==> src/rtl/oqpsk_pkg.sv <==
// +----------------------------------------------------------------------+
// | oqpsk_pkg: rail state type and raised-cosine pulse generator.         |
// | Revision: 1.0                                                         |
// +----------------------------------------------------------------------+
`default_nettype none

package oqpsk_pkg;

    typedef enum logic [1:0] {
        RAIL_IDLE = 2'd0,
        RAIL_POS  = 2'd1,
        RAIL_NEG  = 2'd2
    } rail_state_e;

    // round(A*sin^2(pi*(k+0.5)/(2*sps))) evaluated as A*(1-cos(2x))/2 with a
    // Taylor series, so the table builds at elaboration without math builtins.
    function automatic int rcos_pulse(input int k, input int sps, input int out_w);
        real pi_c;
        real x;
        real term;
        real c;
        real amp;
        pi_c = 3.14159265358979323846;
        x    = pi_c * real'(2 * k + 1) / real'(2 * sps);
        if (x > pi_c) begin
            x = 2.0 * pi_c - x;
        end
        c    = 1.0;
        term = 1.0;
        for (int n = 1; n <= 20; n++) begin
            term = -term * x * x / real'((2 * n - 1) * (2 * n));
            c    = c + term;
        end
        amp = real'((1 << (out_w - 1)) - 1);
        return $rtoi(amp * (1.0 - c) / 2.0 + 0.5);
    endfunction

endpackage

`default_nettype wire

==> src/rtl/rcos_pulse_rom.sv <==
// +----------------------------------------------------------------------+
// | rcos_pulse_rom: dual-read combinational raised-cosine pulse table.    |
// | Revision: 1.0                                                         |
// +----------------------------------------------------------------------+
`default_nettype none

module rcos_pulse_rom
    import oqpsk_pkg::*;
#(
    parameter int OUT_W = 13,
    parameter int SPS   = 32,
    parameter int AW    = $clog2(2 * SPS)
) (
    input  logic [AW-1:0]    addr_a,
    input  logic [AW-1:0]    addr_b,
    output logic [OUT_W-1:0] data_a,
    output logic [OUT_W-1:0] data_b
);

    logic [OUT_W-1:0] pulse_tab [2*SPS];

    for (genvar g = 0; g < 2 * SPS; g++) begin : g_table
        localparam int PVAL = rcos_pulse(g, SPS, OUT_W);
        assign pulse_tab[g] = OUT_W'(PVAL);
    end

    assign data_a = pulse_tab[addr_a];
    assign data_b = pulse_tab[addr_b];

endmodule

`default_nettype wire

==> src/rtl/oqpsk_rcos_mod_param.sv <==
// +----------------------------------------------------------------------+
// | oqpsk_rcos_mod_param: OQPSK/QPSK modulator, raised-cosine shaping.    |
// | Revision: 1.0                                                         |
// +----------------------------------------------------------------------+
`default_nettype none

module oqpsk_rcos_mod_param
    import oqpsk_pkg::*;
#(
    parameter  int OUT_W = 13,
    parameter  int SPS   = 32,
    localparam int AW    = $clog2(2 * SPS)
) (
    input  logic                    CLK,
    input  logic                    RST,
    input  logic                    EN,
    input  logic                    OFFSET_EN,
    input  logic                    BitIn,
    input  logic                    BitValid,
    output logic                    BitReady,
    output logic signed [OUT_W-1:0] I,
    output logic signed [OUT_W-1:0] Q,
    output logic                    SampleValid,
    output logic                    Underrun,
    output logic [AW-1:0]           addI,
    output logic [AW-1:0]           addQ
);

    localparam logic [AW-1:0] SPS_A = AW'(SPS);

    logic [AW-1:0]    cnt;
    logic [1:0]       fifo_cnt;
    logic             fifo0;
    logic             fifo1;
    logic             mode_q;
    rail_state_e      rail_i;
    rail_state_e      rail_q;

    logic             push;
    logic [1:0]       avail;
    logic             seq0;
    logic             seq1;
    logic             mode_now;
    logic [1:0]       pop;
    logic             under_nx;
    rail_state_e      rail_i_nx;
    rail_state_e      rail_q_nx;
    logic [AW-1:0]    addq_now;
    logic [OUT_W-1:0] pulse_i;
    logic [OUT_W-1:0] pulse_q;

    assign BitReady = (fifo_cnt != 2'd2);
    assign push     = BitValid & BitReady;
    assign avail    = fifo_cnt + {1'b0, push};
    // Bits in arrival order, with a same-cycle push appended behind the stored ones.
    assign seq0     = (fifo_cnt == 2'd0) ? BitIn : fifo0;
    assign seq1     = (fifo_cnt == 2'd1) ? BitIn : fifo1;
    assign mode_now = (cnt == '0) ? OFFSET_EN : mode_q;
    assign addq_now = mode_now ? (cnt + SPS_A) : cnt;

    always_comb begin
        pop       = 2'd0;
        under_nx  = 1'b0;
        rail_i_nx = rail_i;
        rail_q_nx = rail_q;
        if (EN) begin
            if (cnt == '0) begin
                if (mode_now) begin
                    if (avail != 2'd0) begin
                        pop       = 2'd1;
                        rail_i_nx = seq0 ? RAIL_POS : RAIL_NEG;
                    end else begin
                        rail_i_nx = RAIL_IDLE;
                        under_nx  = 1'b1;
                    end
                end else begin
                    if (avail == 2'd2) begin
                        pop       = 2'd2;
                        rail_i_nx = seq0 ? RAIL_POS : RAIL_NEG;
                        rail_q_nx = seq1 ? RAIL_POS : RAIL_NEG;
                    end else begin
                        rail_i_nx = RAIL_IDLE;
                        rail_q_nx = RAIL_IDLE;
                        under_nx  = 1'b1;
                    end
                end
            end else if (mode_now && (cnt == SPS_A)) begin
                if (avail != 2'd0) begin
                    pop       = 2'd1;
                    rail_q_nx = seq0 ? RAIL_POS : RAIL_NEG;
                end else begin
                    rail_q_nx = RAIL_IDLE;
                    under_nx  = 1'b1;
                end
            end
        end
    end

    rcos_pulse_rom #(
        .OUT_W (OUT_W),
        .SPS   (SPS),
        .AW    (AW)
    ) u_rom (
        .addr_a (cnt),
        .addr_b (addq_now),
        .data_a (pulse_i),
        .data_b (pulse_q)
    );

    function automatic logic signed [OUT_W-1:0] shape(input rail_state_e r,
                                                      input logic [OUT_W-1:0] p);
        case (r)
            RAIL_POS: shape = $signed(p);
            RAIL_NEG: shape = -$signed(p);
            default:  shape = '0;
        endcase
    endfunction

    always_ff @(posedge CLK or posedge RST) begin
        if (RST) begin
            cnt         <= '0;
            fifo_cnt    <= 2'd0;
            fifo0       <= 1'b0;
            fifo1       <= 1'b0;
            mode_q      <= 1'b1;
            rail_i      <= RAIL_IDLE;
            rail_q      <= RAIL_IDLE;
            I           <= '0;
            Q           <= '0;
            SampleValid <= 1'b0;
            Underrun    <= 1'b0;
            addI        <= '0;
            addQ        <= '0;
        end else begin
            SampleValid <= EN;
            Underrun    <= under_nx;
            fifo_cnt    <= avail - pop;
            fifo0       <= (pop == 2'd0) ? seq0 : seq1;
            fifo1       <= seq1;
            rail_i      <= rail_i_nx;
            rail_q      <= rail_q_nx;
            if (EN) begin
                cnt  <= cnt + 1'b1;
                I    <= shape(rail_i_nx, pulse_i);
                Q    <= shape(rail_q_nx, pulse_q);
                addI <= cnt;
                addQ <= addq_now;
                if (cnt == '0) begin
                    mode_q <= OFFSET_EN;
                end
            end
        end
    end

endmodule

`default_nettype wire

==> config.mk <==
export PLATFORM = sky130hd
export DESIGN_NAME = oqpsk_rcos_mod_param
export DESIGN_NICKNAME = d
export VERILOG_FILES = /design/src/rtl/oqpsk_pkg.sv /design/src/rtl/rcos_pulse_rom.sv /design/src/rtl/oqpsk_rcos_mod_param.sv
export SDC_FILE = /design/constraint.sdc
export NUM_CORES = 1
export LEC_CHECK = 0
export ABC_AREA = 1
export CAP_MARGIN = 20
export CORE_ASPECT_RATIO = 1.5
export CORE_MARGIN = 2
export CORE_UTILIZATION = 35
export DETAILED_ROUTE_END_ITERATION = 7
export MAX_ROUTING_LAYER = met4
export PLACE_DENSITY_LB_ADDON = 0.08
export SYNTH_ARGS = -nofsm -noshare
export SYNTH_HDL_FRONTEND = slang
export SYNTH_SLANG_ARGS = --single-unit
==> constraint.sdc <==
create_clock -name CLK -period 4.4 [get_ports CLK]
set_input_delay 0.88 -clock CLK [delete_from_list [all_inputs] [get_ports CLK]]
set_output_delay 0.88 -clock CLK [all_outputs]
set_load 0.02 [all_outputs]
# After elaboration in Yosys (flattened, before gate mapping)
# Memory sizes are Yosys's and may differ from the RTL's.
# Cells that the tools add are included.
# op_classes
n_eq_ne	8
n_mux	35
shifts	0
magnitude_cmp	2
addsub	6
n_reduce_logical	5
div	0
n_mul	0
n_bitwise	3
# ops
cell	n
$mux 13	4
$pmux 13 s2	2
$mux 2	17
$neg 13->13	2
$ge 7x7->1 const B	2
$not 6->7	2
$mux 1	11
$add 6x1->6 const B	1
$add 6x6->6 const B	1
$eq 2x1->1 const B	3
$eq 2x2->1 const B	3
$eq 6x6->1 const B	1
$logic_not 6->1	1
$mux 6	1
$logic_not 2->1	2
$add 2x1->2	1
$ne 2x2->1 const B	1
$reduce_bool 2->1	1
$sub 2x2->2	1
$and 1x1->1	1
$logic_and 1x1->1	1
# totals
n_memories	2
ramBits	0
ff_bits	55
wordCells	74
inputBits	6
rom_bits	1664
latch_bits	0
# memory_table
name	depth	word_bits	read_ports	rd_ports_with_merged_regs	wr	line	rtl
(no name shown)	64	13	1	0	0	rcos_pulse_rom.sv:28	assign data_b = pulse_tab[addr_b];
(no name shown)	64	13	1	0	0	rcos_pulse_rom.sv:27	assign data_a = pulse_tab[addr_a];

# Logic depth before layout (Yosys ltp)
# Gate-level depths: netlist (run 1).
# depth
ltp_word	10
mapped_depth	21
ltp_nobuf	20

# Modules after synthesis
# A second synthesis (run 1) with hierarchy kept.
# hier_totals
cells_unflattened	923
area_unflattened_um2	5381.4
# by_module_without_submodules
module	n_inst	cells_per_inst	seq_area_each_um2	area_per_inst_um2
oqpsk_rcos_mod_param	1	433	1252.5	3094.2
rcos_pulse_rom	1	490	0.0	2287.2

# Worst setup path before layout (run 1)
# Ideal clock, no wire load.
# synth_timing
path_type	reg-to-reg
start	register cnt[5]
end	register Q[4]
stages_incl_launch_ff	21
arrival_ns	3.362
setup_slack_ns	0.951
n_path_buf	2
cell_sequence	dfrtp_1 -> buf_2 -> clkinv_1 -> buf_2 -> ha_1 -> nand3_4 -> nand2_2 -> nand2_1 -> nor2_1 -> nand2_1 -> o221ai_1 -> a22oi_1 -> inv_1 -> ha_1 -> nor2_1 -> inv_1 -> nor2_1 -> inv_1 -> nor2_1 -> o21ai_0 -> o211ai_1
# synth_via
elab_cells_between_ends	18
# synth_lines
element	line	rtl
start: declaration	oqpsk_rcos_mod_param.sv:31	logic [AW-1:0] cnt;
start signal: assignment	oqpsk_rcos_mod_param.sv:143	cnt <= cnt + 1'b1;
$logic_not 6->1	oqpsk_rcos_mod_param.sv:58, oqpsk_rcos_mod_param.sv:67	
$mux 1	-	
$logic_and 1x1->1	oqpsk_rcos_mod_param.sv:87	end else if (mode_now && (cnt == SPS_A)) begin
$mux 2	oqpsk_rcos_mod_param.sv:87	
$mux 2 *	oqpsk_rcos_mod_param.sv:67	if (cnt == '0) begin
$mux 2 *	oqpsk_rcos_mod_param.sv:66	if (EN) begin
via rail_q_nx[1]	oqpsk_rcos_mod_param.sv:47	rail_state_e rail_q_nx;
$eq 2x2->1 or $eq 2x1->1 (tied branches)	oqpsk_rcos_mod_param.sv:112	case (r)
$pmux 13 s2 *	oqpsk_rcos_mod_param.sv:112	
end signal: assignment	oqpsk_rcos_mod_param.sv:145	Q <= shape(rail_q_nx, pulse_q);
end: declaration	oqpsk_rcos_mod_param.sv:22	output logic signed [OUT_W-1:0] Q,
# The timed path passes the listed nets; every way through them passes the cells marked *. The select of a mux whose other input is x is not followed.
# A chain may end at the register's enable or synchronous reset.

# Worst setup path in the final report (run 1)
# layout_timing
start	input port BitValid
end	register I[2]
# layout_via
elab_chain_len	9
elab_cells_between_ends	12
# layout_lines
element	line	rtl
start: declaration	oqpsk_rcos_mod_param.sv:19	input logic BitValid,
$and 1x1->1 *	oqpsk_rcos_mod_param.sv:53	assign push = BitValid & BitReady;
$add 2x1->2 *	oqpsk_rcos_mod_param.sv:54	assign avail = fifo_cnt + {1'b0, push};
$eq 2x2->1 or $reduce_bool 2->1 (tied branches)	oqpsk_rcos_mod_param.sv:77, oqpsk_rcos_mod_param.sv:69	
$mux 2, on equally long branches	oqpsk_rcos_mod_param.sv:77, oqpsk_rcos_mod_param.sv:69	
$mux 2 *	oqpsk_rcos_mod_param.sv:68	if (mode_now) begin
$mux 2 *	oqpsk_rcos_mod_param.sv:67	
$mux 2 *	oqpsk_rcos_mod_param.sv:66	
via rail_i_nx[0]	oqpsk_rcos_mod_param.sv:46	rail_state_e rail_i_nx;
$eq 2x2->1 or $eq 2x1->1 (tied branches)	oqpsk_rcos_mod_param.sv:112	
$pmux 13 s2 *	oqpsk_rcos_mod_param.sv:112	
end signal: assignment	oqpsk_rcos_mod_param.sv:144	I <= shape(rail_i_nx, pulse_i);
end: declaration	oqpsk_rcos_mod_param.sv:21	output logic signed [OUT_W-1:0] I,
# The timed path passes the listed nets; every way through them passes the cells marked *.

==> results.tsv, run 1 <==
metric	value	unit
GRT Overall Usage	20.52	%
Fmax	278.6	MHz
Worst setup EP type	flip-flop	
RD Place Congestion	0.9261	
M2 GR Usage	35.19	%
first-pass GRT wire length	21100	microns
clock root cell	clkbuf_16	
Unique masters post-synth	42	
critical path type	in -> reg	
# Max-Cap Violations	0	
Nets	714	
post-synthesis mux area share	0	%
synth warn	0	
drt pass-1 iters	4	
residual DRC count	0	
unrepaired setup endpoints after global routing	no	
die area	0.01316	sq mm
Slew headroom	65.22	%
Routed WL	12320	microns
mean cell area of the mapped netlist	6.621	sq um
CTS Buf Count	5	
worst hold path depth	2	
largest family of logic cells by synthesized area	simple AND/OR/NAND/NOR gates	
Critical Path Start Type	primary input	
Slew Limit Fails	0	
number of enable flip-flop cells after synthesis	0	
Critical Path RT	4.63	ns
Min-Delay Endpoint	Q[8]	
Fill cells	1283	
FF-to-FF path depth	18	
register bit total from synthesis	50	
met1 Use GR	24.51	%
final period utilization	81.59	%
n_diodes	0	
remaining antenna violation count after routing	0	
Die W	94.34	microns
depth of the CTS H-tree	2	
Iter 0 DRT Violations	193	
crit-path max FO	12	
largest net degree at the start of global routing	28	
HPWL Detailed	9670	microns
simple-gate share of the synthesized area	38.64	%
R2R Path Start	cnt[0]	
postcts setup bufs	0	
final setup margin	0.8102	ns
Post-Synthesis Net Count	675	
Hold Crit Class	reg -> reg	
TNS Setup	0	ns
Compound-Gate Fraction of Synth Area	12.50	%
share of layout cells above drive strength 1	9.898	%
clock tree sinks	50	
Placement Setup Slack	0.5113	ns
Syn Inst Count	647	
area delta synth->final	16.88	%
Max Buffers Root-to-Sink	2	
CTS Hold Buffers Added	0	
height of the die	139.5	microns
HP Start	Q[8]	
r2r setup slk	1.08	ns
PortBufs	46	
dominant synthesized flop cell	dfrtp_1	
grt ovf	0	
vias in the first global route	4311	
drt wl/cell	14.66	microns
skew final	0.004571	ns
initial antenna violation count	0	
met3 Use GR	2.112	%
Worst-Skew Late Latency	0.30	ns
clock-pin slew on the worst setup and hold paths	0.07	ns
endpoints failing setup	0	
Seq/Total Area, Yosys	29.23	%
worst reg2reg path endpoint	Q[4]	
CP Data Arrival Time	3.82	ns
vias	4271	
row count	49	
vias per cell	5.085	
Starting Density	35.83	%
Slew @ Worst Pin	0.5209	ns
Hold Vio Cnt, Final	0	
CTS tree	done	
Synth Area in Adders	6.425	%
GRT busiest layer	met2	
Post-Syn Area	0.004284	sq mm
XOR/XNOR Fraction of Synth Area	2.220	%
status	completed	
Core ar.	0.01196	sq mm
ys async rst share	100.0	%
post-route minimum period	3.590	ns
I/O Pins	47	
post-CTS sizing	0	
## worst max-delay path: stages
cell and delay (ns):
clkdlybuf4s50_1 0.45, a21boi_0 0.20, ha_1 0.19, xor2_1 0.28
nor2_1 0.11, inv_1 0.08, o211ai_1 0.08, inv_1 0.09
nand3_1 0.06, o21ai_0 0.16, inv_1 0.08, ha_1 0.29
nor2_1 0.13, nand2_1 0.08, inv_1 0.28, o21ai_0 0.14
o21ai_0 0.10, a22o_1 0.14
## registers in the layout, indices dropped and copies added, names as in the netlist, 2 cells and up
signal and cells:
I 13, Q 13, addI 6, cnt 6, fifo_cnt 2, rail_i 2, rail_q 2
## cells by family after synthesis
family          Yosys count
simple gates            373
fa+ha+maj                22
xor+xnor                 10
buf+inv                 103
flops                    50
compound gates           89
## cells in the mapped netlist (4+ instances only)
library cell	instances	area, sq um
a21oi_1	15	75.07
buf_2	7	35.03
buf_4	7	52.55
buf_6	5	56.30
clkbuf_1	6	22.52
dfrtp_1	49	1226
ha_1	22	275.3
inv_1	70	262.8
nand2_1	221	829.6
nand2_2	12	75.07
nand3_1	69	345.3
nand3_2	4	40.04
nand4_1	7	43.79
nor2_1	38	142.6
nor2_2	7	43.79
nor2_4	4	45.04
nor3_1	4	20.02
o211ai_1	9	67.56
o21ai_0	36	180.2
o21ai_1	8	40.04
o21ai_2	4	35.03
xor2_1	8	70.07
## layout make-up
type / count / area [sq um] / share of cell area, %
multi-input cells: 494 / 2561 / 51.15
well taps: 153 / 191.4 / 3.823
repair buffers: 61 / 573.1 / 11.44
flip-flops and latches: 50 / 1252 / 25.01
clock buffers: 6 / 138.9 / 2.774
inverters: 74 / 277.8 / 5.547
clock inverters: 2 / 12.51 / 0.2499
## layer usage
layer	share of wire [%]	routed length, microns	up-vias
li1	-	-	2167
met1	41	5068	1968
met2	52	6416	112
met3	3.8	474	24
met4	2.9	359	0
met5	0	0	-
## stage by stage
| stage | hold slack, ns | instance area (sq um) | std cells | utilization (%) |
|---|---|---|---|---|
| after floorplan | 0.4825 | 4284 | 647 | - |
| after detailed placement | 0.4668 | 4856 | 832 | 40.62 |
| after global placement | 0.4659 | 4856 | 832 | 40.62 |
| final | 0.4811 | 5007 | 840 | 41.88 |
| after CTS | 0.4859 | 5007 | 840 | 41.88 |
| after global routing | 0.5161 | 5007 | 840 | 41.88 |
## placed cells by master (no fill, tap or decap), types with 4 or more instances in the layout
cell	synthesis	routed
o21ai_1	8	8
buf_4	7	15
clkbuf_16	0	5
nand4_1	7	7
nor2_2	7	7
nor2_4	4	4
o21ai_0	36	36
o21ai_2	4	4
ha_1	22	22
nor2_1	38	38
nand2_2	12	12
a21oi_1	15	15
clkdlybuf4s50_1	0	46
nand3_1	69	69
o211ai_1	9	9
nor3_1	4	4
dfrtp_1	49	49
inv_1	70	69
xor2_1	8	8
nand2_1	221	221
inv_2	3	4
nand3_2	4	4
## how the worst max path moves through the flow
| stage | start | end | slack, ns | cells after the start |
|---|---|---|---|---|
| global route | BitValid | I[2] | 0.49 | 18 |
| finish | BitValid | I[2] | 0.81 | 18 |
| global placement | BitValid | I[2] | 0.60 | 18 |
| detailed placement | BitValid | I[2] | 0.51 | 18 |
| CTS | BitValid | I[2] | 0.81 | 18 |
| floorplan | cnt[5] | Q[4] | 0.95 | 20 |
Power of run 1 is not shown: default switching activity piles up to over one toggle a cycle in this logic, so the estimate is an artifact.
==> run 2: changes to the inputs <==
clock period = 2.9 ns   (was 4.4 ns; I/O delays follow)
==> run 2 against run 1 <==
Against the previous run:
- die area unchanged
- core utilization up 4.4 points
- sequential share of layout area down 2.4 points
- highest routed layer unchanged
==> results.tsv, run 2 (same netlist as run 1, synthesis figures left out) <==
metric	value	unit	change
first-pass GRT wire length	22500	microns	was 21100 microns
PortBufs	46		unchanged
unrepaired setup endpoints after global routing	no		unchanged
CP Data Arrival Time	2.88	ns	was 3.82 ns
share of layout cells above drive strength 1	20.27	%	was 9.898%
delay of the slowest critical-path stage	0.41	ns	was 0.45 ns
# Max-Cap Violations	0		unchanged
Worst-Skew Late Latency	0.29	ns	was 0.30 ns
I/O Pins	47		unchanged
commonest non-fill, non-tap cell in the layout	nand2_1		unchanged
Critical Path Start Type	flip-flop		was primary input
vias per cell	4.988		was 5.085
endpoints failing setup	0		unchanged
Fmax	373.6	MHz	
most frequent cells in the layout	214 x nand2_1, 68 x nand3_1, 60 x inv_1		was 221 x nand2_1, 69 x inv_1, 69 x nand3_1
drt pass-1 iters	6		was 4
n_diodes	0		unchanged
height of the die	139.5	microns	unchanged
Critical Path RT	3.11	ns	was 4.63 ns
Iter 0 DRT Violations	181		was 193
Die W	94.34	microns	unchanged
die area	0.01316	sq mm	unchanged
Slew headroom	61.58	%	was 65.22%
Max Buffers Root-to-Sink	2		unchanged
Hold Crit Class	reg -> reg		unchanged
clock-pin slew on the worst setup and hold paths	0.07	ns	about the same
initial antenna violation count	0		unchanged
RD Place Congestion	0.9174		was 0.9261
r2r setup slk	0.22	ns	was 1.08 ns
crit path to	Q[2]		was I[2]
FF-to-FF path depth	16		was 18
Starting Density	35.83	%	unchanged
CTS Hold Buffers Added	0		unchanged
HP Start	Q[7]		was Q[8]
Top cell by count, worst path	nand2_2		was inv_1
CP cell instances	inv_4 -> ha_4 -> nand3_4 -> nand2_2 -> nand2_2 -> nor2_4 -> nand2_2 -> o21ai_1 -> a31oi_2 -> ha_4 -> nor2_4 -> inv_2 -> nor2_4 -> buf_6 -> nand2_2 -> o221ai_2		was clkdlybuf4s50_1 -> a21boi_0 -> ha_1 -> xor2_1 -> nor2_1 -> inv_1 -> o211ai_1 -> inv_1 -> nand3_1 -> o21ai_0 -> inv_1 -> ha_1 -> nor2_1 -> nand2_1 -> inv_1 -> o21ai_0 -> o21ai_0 -> a22o_1
worst reg2reg path endpoint	Q[2]		was Q[4]
HPWL Detailed	10670	microns	was 9670 microns
TNS Setup	0	ns	unchanged
Fill cells	1309		was 1283
GRT Overall Usage	21.93	%	was 20.52%
top flop regs	I x13, Q x13		unchanged
clock root cell	clkbuf_16		unchanged
Nets	757		was 714
skew final	0.005269	ns	was 0.004571 ns
clock tree sinks	50		unchanged
Post-Route Utilization	46.26	%	was 41.88%
vias in the first global route	4546		was 4311
CP max-delay cell	dfrtp_1		was clkdlybuf4s50_1
remaining antenna violation count after routing	0		unchanged
largest net degree at the start of global routing	49		was 28
depth of the CTS H-tree	2		unchanged
post-route minimum period	2.676	ns	
Core ar.	0.01196	sq mm	unchanged
residual DRC count	0		unchanged
vias	4404		was 4271
Hold Vio Cnt, Final	0		unchanged
Slew @ Worst Pin	0.5703	ns	was 0.5209 ns
CTS tree	done		unchanged
Routed WL	13490	microns	was 12320 microns
crit-path max FO	9		was 12
drt wl/cell	15.28	microns	was 14.66 microns
hold_ws	0.4791	ns	was 0.4811 ns
row count	49		unchanged
Slew Limit Fails	0		unchanged
CTS Buf Count	5		unchanged
critical path type	reg -> reg		was in -> reg
R2R Path Start	cnt[1]		was cnt[0]
start point of the critical path	cnt[1]		was BitValid
area delta synth->final	29.09	%	was 16.88%
final period utilization	92.29	%	
grt ovf	0		unchanged
worst hold path depth	2		unchanged
Worst setup EP type	flip-flop		unchanged
status	completed		unchanged
==> run 2: repair_timing <==
action	in CTS	in global routing
gates resized for setup	10	35
pin swaps	3	15
cloned	0	0
setup buffers	0	5
setup endpoints to repair	16	24
==> run 2: layer usage <==
layer | up-vias | GRT usage [%] | part of all wire [%]
met5 | - | - | 0
met4 | 0 | 7.551 | 2.9
met3 | 23 | 1.841 | 2.3
met2 | 89 | 38.57 | 54
met1 | 2041 | 25.89 | 41
li1 | 2251 | - | -
==> run 2: worst max-delay path: cells and delay by family, from the launching register on <==
kind | cells | cell delay [ns]
AOI/OAI and AO/OA | 3 | 0.48
adders and majority gates | 2 | 0.46
buffers and inverters | 3 | 0.31
DFF | 1 | 0.41
and+or+nand+nor | 8 | 0.93
==> run 2: stage by stage <==
step	setup slack (ns)	area [sq um]	cells
detailed placement	-0.4545	5214	870
global placement	-0.3872	5214	870
CTS	0.01702	5389	878
floorplan	0.05115	4343	647
global route	0.009676	5530	883
finish	0.2235	5530	883
==> run 2: worst min path at each step <==
stage,to,slack (ns)
2_1_floorplan,mode_q,0.48
3_3_place_gp,Q[7],0.46
3_5_place_dp,Q[7],0.46
4_1_cts,Q[7],0.48
5_1_grt,I[12],0.52
6_report,Q[7],0.48
==> run 2: final cells by class <==
cell class / instances / area, sq um / area share, %
multi-input combinational: 494 / 2720 / 49.19
sequential: 50 / 1252 / 22.65
timing repair buffer: 104 / 927.1 / 16.76
inverter: 74 / 287.8 / 5.204
tap: 153 / 191.4 / 3.462
clock buffer: 6 / 138.9 / 2.511
clock inverter: 2 / 12.51 / 0.2262
Power of run 2 is left out for the same reason.
==> RTL change: new RTL, config.mk and constraints of run 1 <==
Encoding of `rail_state_e`: now one-hot (3 bits for 3 states).
--- a/src/rtl/oqpsk_pkg.sv
+++ b/src/rtl/oqpsk_pkg.sv
@@ -7,8 +7,8 @@
 package oqpsk_pkg;
 
-    typedef enum logic [1:0] {
-        RAIL_IDLE = 2'd0,
-        RAIL_POS  = 2'd1,
-        RAIL_NEG  = 2'd2
+    typedef enum logic [2:0] {
+        RAIL_IDLE = 3'b001,
+        RAIL_POS  = 3'b010,
+        RAIL_NEG  = 3'b100
     } rail_state_e;
 
Check against the original RTL: same outputs for any inputs over 4 cycles, from zero or initial values and one cycle with RST high; so few cycles prove little.
==> RTL change against run 1 <==
First-iteration DRC count grew 25%. Cell area grew 2.6%. Sequential cell count grew 2. Final cell count grew 3.7%. Fmax grew 17%. Highest routed layer unchanged. Synthesized area grew 3.7%. Setup slack gained 0.53 ns. Global-route usage shrank 0.97 points. Routed wire length grew 1.0%. Synthesized cell count grew 5.4%.
Power is not shown: default switching activity piles up to over one toggle a cycle in this logic, so the estimate is an artifact.
==> RTL change: results (changes against run 1) <==
| Metric | Value |
|---|---|
| Worst skew pair latency | 0.29 ns |
| Status | finished, final reports clean |
| Clock Tree Root | clkbuf_16 |
| Worst Path Arrival | 3.24 ns (-0.58 ns) |
| TritonRoute pass-1 iters | 5 (+1) |
| Vias in the first global route | 4111 (-4.6%) |
| Post-Syn Nets | 704 (+4.3%) |
| Worst-path maximum fanout | 13 (+1) |
| Drt first-iter violations | 241 (+25%) |
| DPL Wire Length | 9668 um (about the same) |
| Synth top cells by count | nand2_1, nand3_1, inv_1 |
| NumNets Final | 736 (+3.1%) |
| Main synth FF type | dfrtp_1 |
| Inserted Clock Buffers | 5 (unchanged) |
| Longest Clk Path Bufs | 2 (unchanged) |
| Wirelength per Cell | 14.29 um (-2.6%) |
| Total setup buffers inserted after CTS | 0 (unchanged) |
| Distinct cell type count after synthesis | 44 (+4.8%) |
| Biggest regs | I: 13 flops, Q: 13 flops |
| Routability cong. | 0.9325 (+0.69%) |
| Max H-tree Level | 2 (unchanged) |
| All-Layer GR Usage | 0.1955 (-0.009675) |
| Ratio of cells with drive above 1 in the final layout | 0.1105 (+0.01151) |
| # diodes | 0 (unchanged) |
| CTS resizes | 0 (unchanged) |
| Skew final | 0.006890 ns (+0.002319 ns) |
| Worst Tran Pin Value | 0.5522 ns (+0.03130 ns) |
| Top cells by area, synth | dfrtp_1, nand2_1, nand3_1, inv_1, ha_1 |
| Initial antenna violation count | 0 (unchanged) |
| Vias | 4319 (+1.1%) |
| Final setup violation count | 0 (unchanged) |
| CTS clock-pin slew for the worst setup and hold paths | 0.07 ns (about the same) |
| Synth Warn # | 0 (unchanged) |
| Post-synth ARST share | 1.000 (unchanged) |
| Hold Path Class | reg2reg |
| IO buf count | 46 (unchanged) |
| First-pass GRT wire length | 20340 um (-3.6%) |
| Post-synthesis sequential area ratio | 0.2939 (+0.001537) |
| Largest net degree at the start of global routing | 34 (+21%) |
| Fill count | 1378 (+7.4%) |
RTL change: changes by cell type after synthesis, sizes merged, moves of 4 or more:
| cell | before | now |
|---|---|---|
| inv | 73 | 69 |
| o211ai | 9 | 3 |
| nand2 | 236 | 251 |
| ha | 22 | 16 |
| o21ai | 48 | 38 |
| nand3 | 74 | 98 |
| nor2 | 49 | 64 |
RTL change: kinds of logic after synthesis:
| kind of cell | Yosys count | synth area share |
|---|---|---|
| xor+xnor | 12 | 0.02367 |
| compound gates | 71 | 0.09637 |
| simple gates | 428 | 0.4370 |
| fa+ha+maj | 16 | 0.04508 |
| buf+inv | 103 | 0.1040 |
| flops | 52 | 0.2939 |
RTL change: per-layer routing:
| metal | part of all wire | global-route usage |
|---|---|---|
| met1 | 0.42 | 0.2331 |
| met2 | 0.53 | 0.3427 |
| met3 | 0.026 | 0.01536 |
| met4 | 0.021 | 0.06541 |
| met5 | 0 | - |
RTL change: worst paths after layout:
path                       startpoint        end  slack [ns]  depth (start not counted)
min reg2reg                      Q[0]       Q[0]        0.49                          2
min in group asynchronous         RST       Q[6]        0.90                          2
max in group asynchronous         RST  rail_i[0]        2.67                          3
max                            cnt[1]      Q[10]        1.34                         14
min                              Q[0]       Q[0]        0.49                          2
max reg2reg                    cnt[1]      Q[10]        1.34                         14
RTL change: layout make-up:
type                    instances  area, um2  area share
flip-flops and latches         52       1305      0.2540
repair buffers                 56      530.5      0.1033
inverters                      72      270.3     0.05261
clock inverters                 1      30.03    0.005845
multi-input cells             527       2674      0.5205
clock buffers                   7      132.6     0.02582
well taps                     156      195.2     0.03799
RTL change: worst max-delay path, stage by stage, from the launching register on:
cell      delay (ns)
dfrtp_1         0.49
inv_1           0.36
ha_1            0.43
nand3_4         0.22
nand2_4         0.12
nand3_2         0.08
nand2_2         0.24
nand2_1         0.08
nand2_1         0.14
ha_1            0.24
nand3_2         0.12
nor2_2          0.15
nand3b_1        0.11
nand3_1         0.10
a21oi_1         0.06
RTL change: stage by stage:
stage	std cells	util	area [um2]	worst slack [ns]
2_1_floorplan	682	-	4441	1.680
3_3_place_gp	863	0.3996	4975	1.158
3_5_place_dp	863	0.3996	4975	1.058
4_1_cts	871	0.4127	5137	1.304
5_1_grt	871	0.4127	5137	1.017
6_report	871	0.4127	5137	1.343
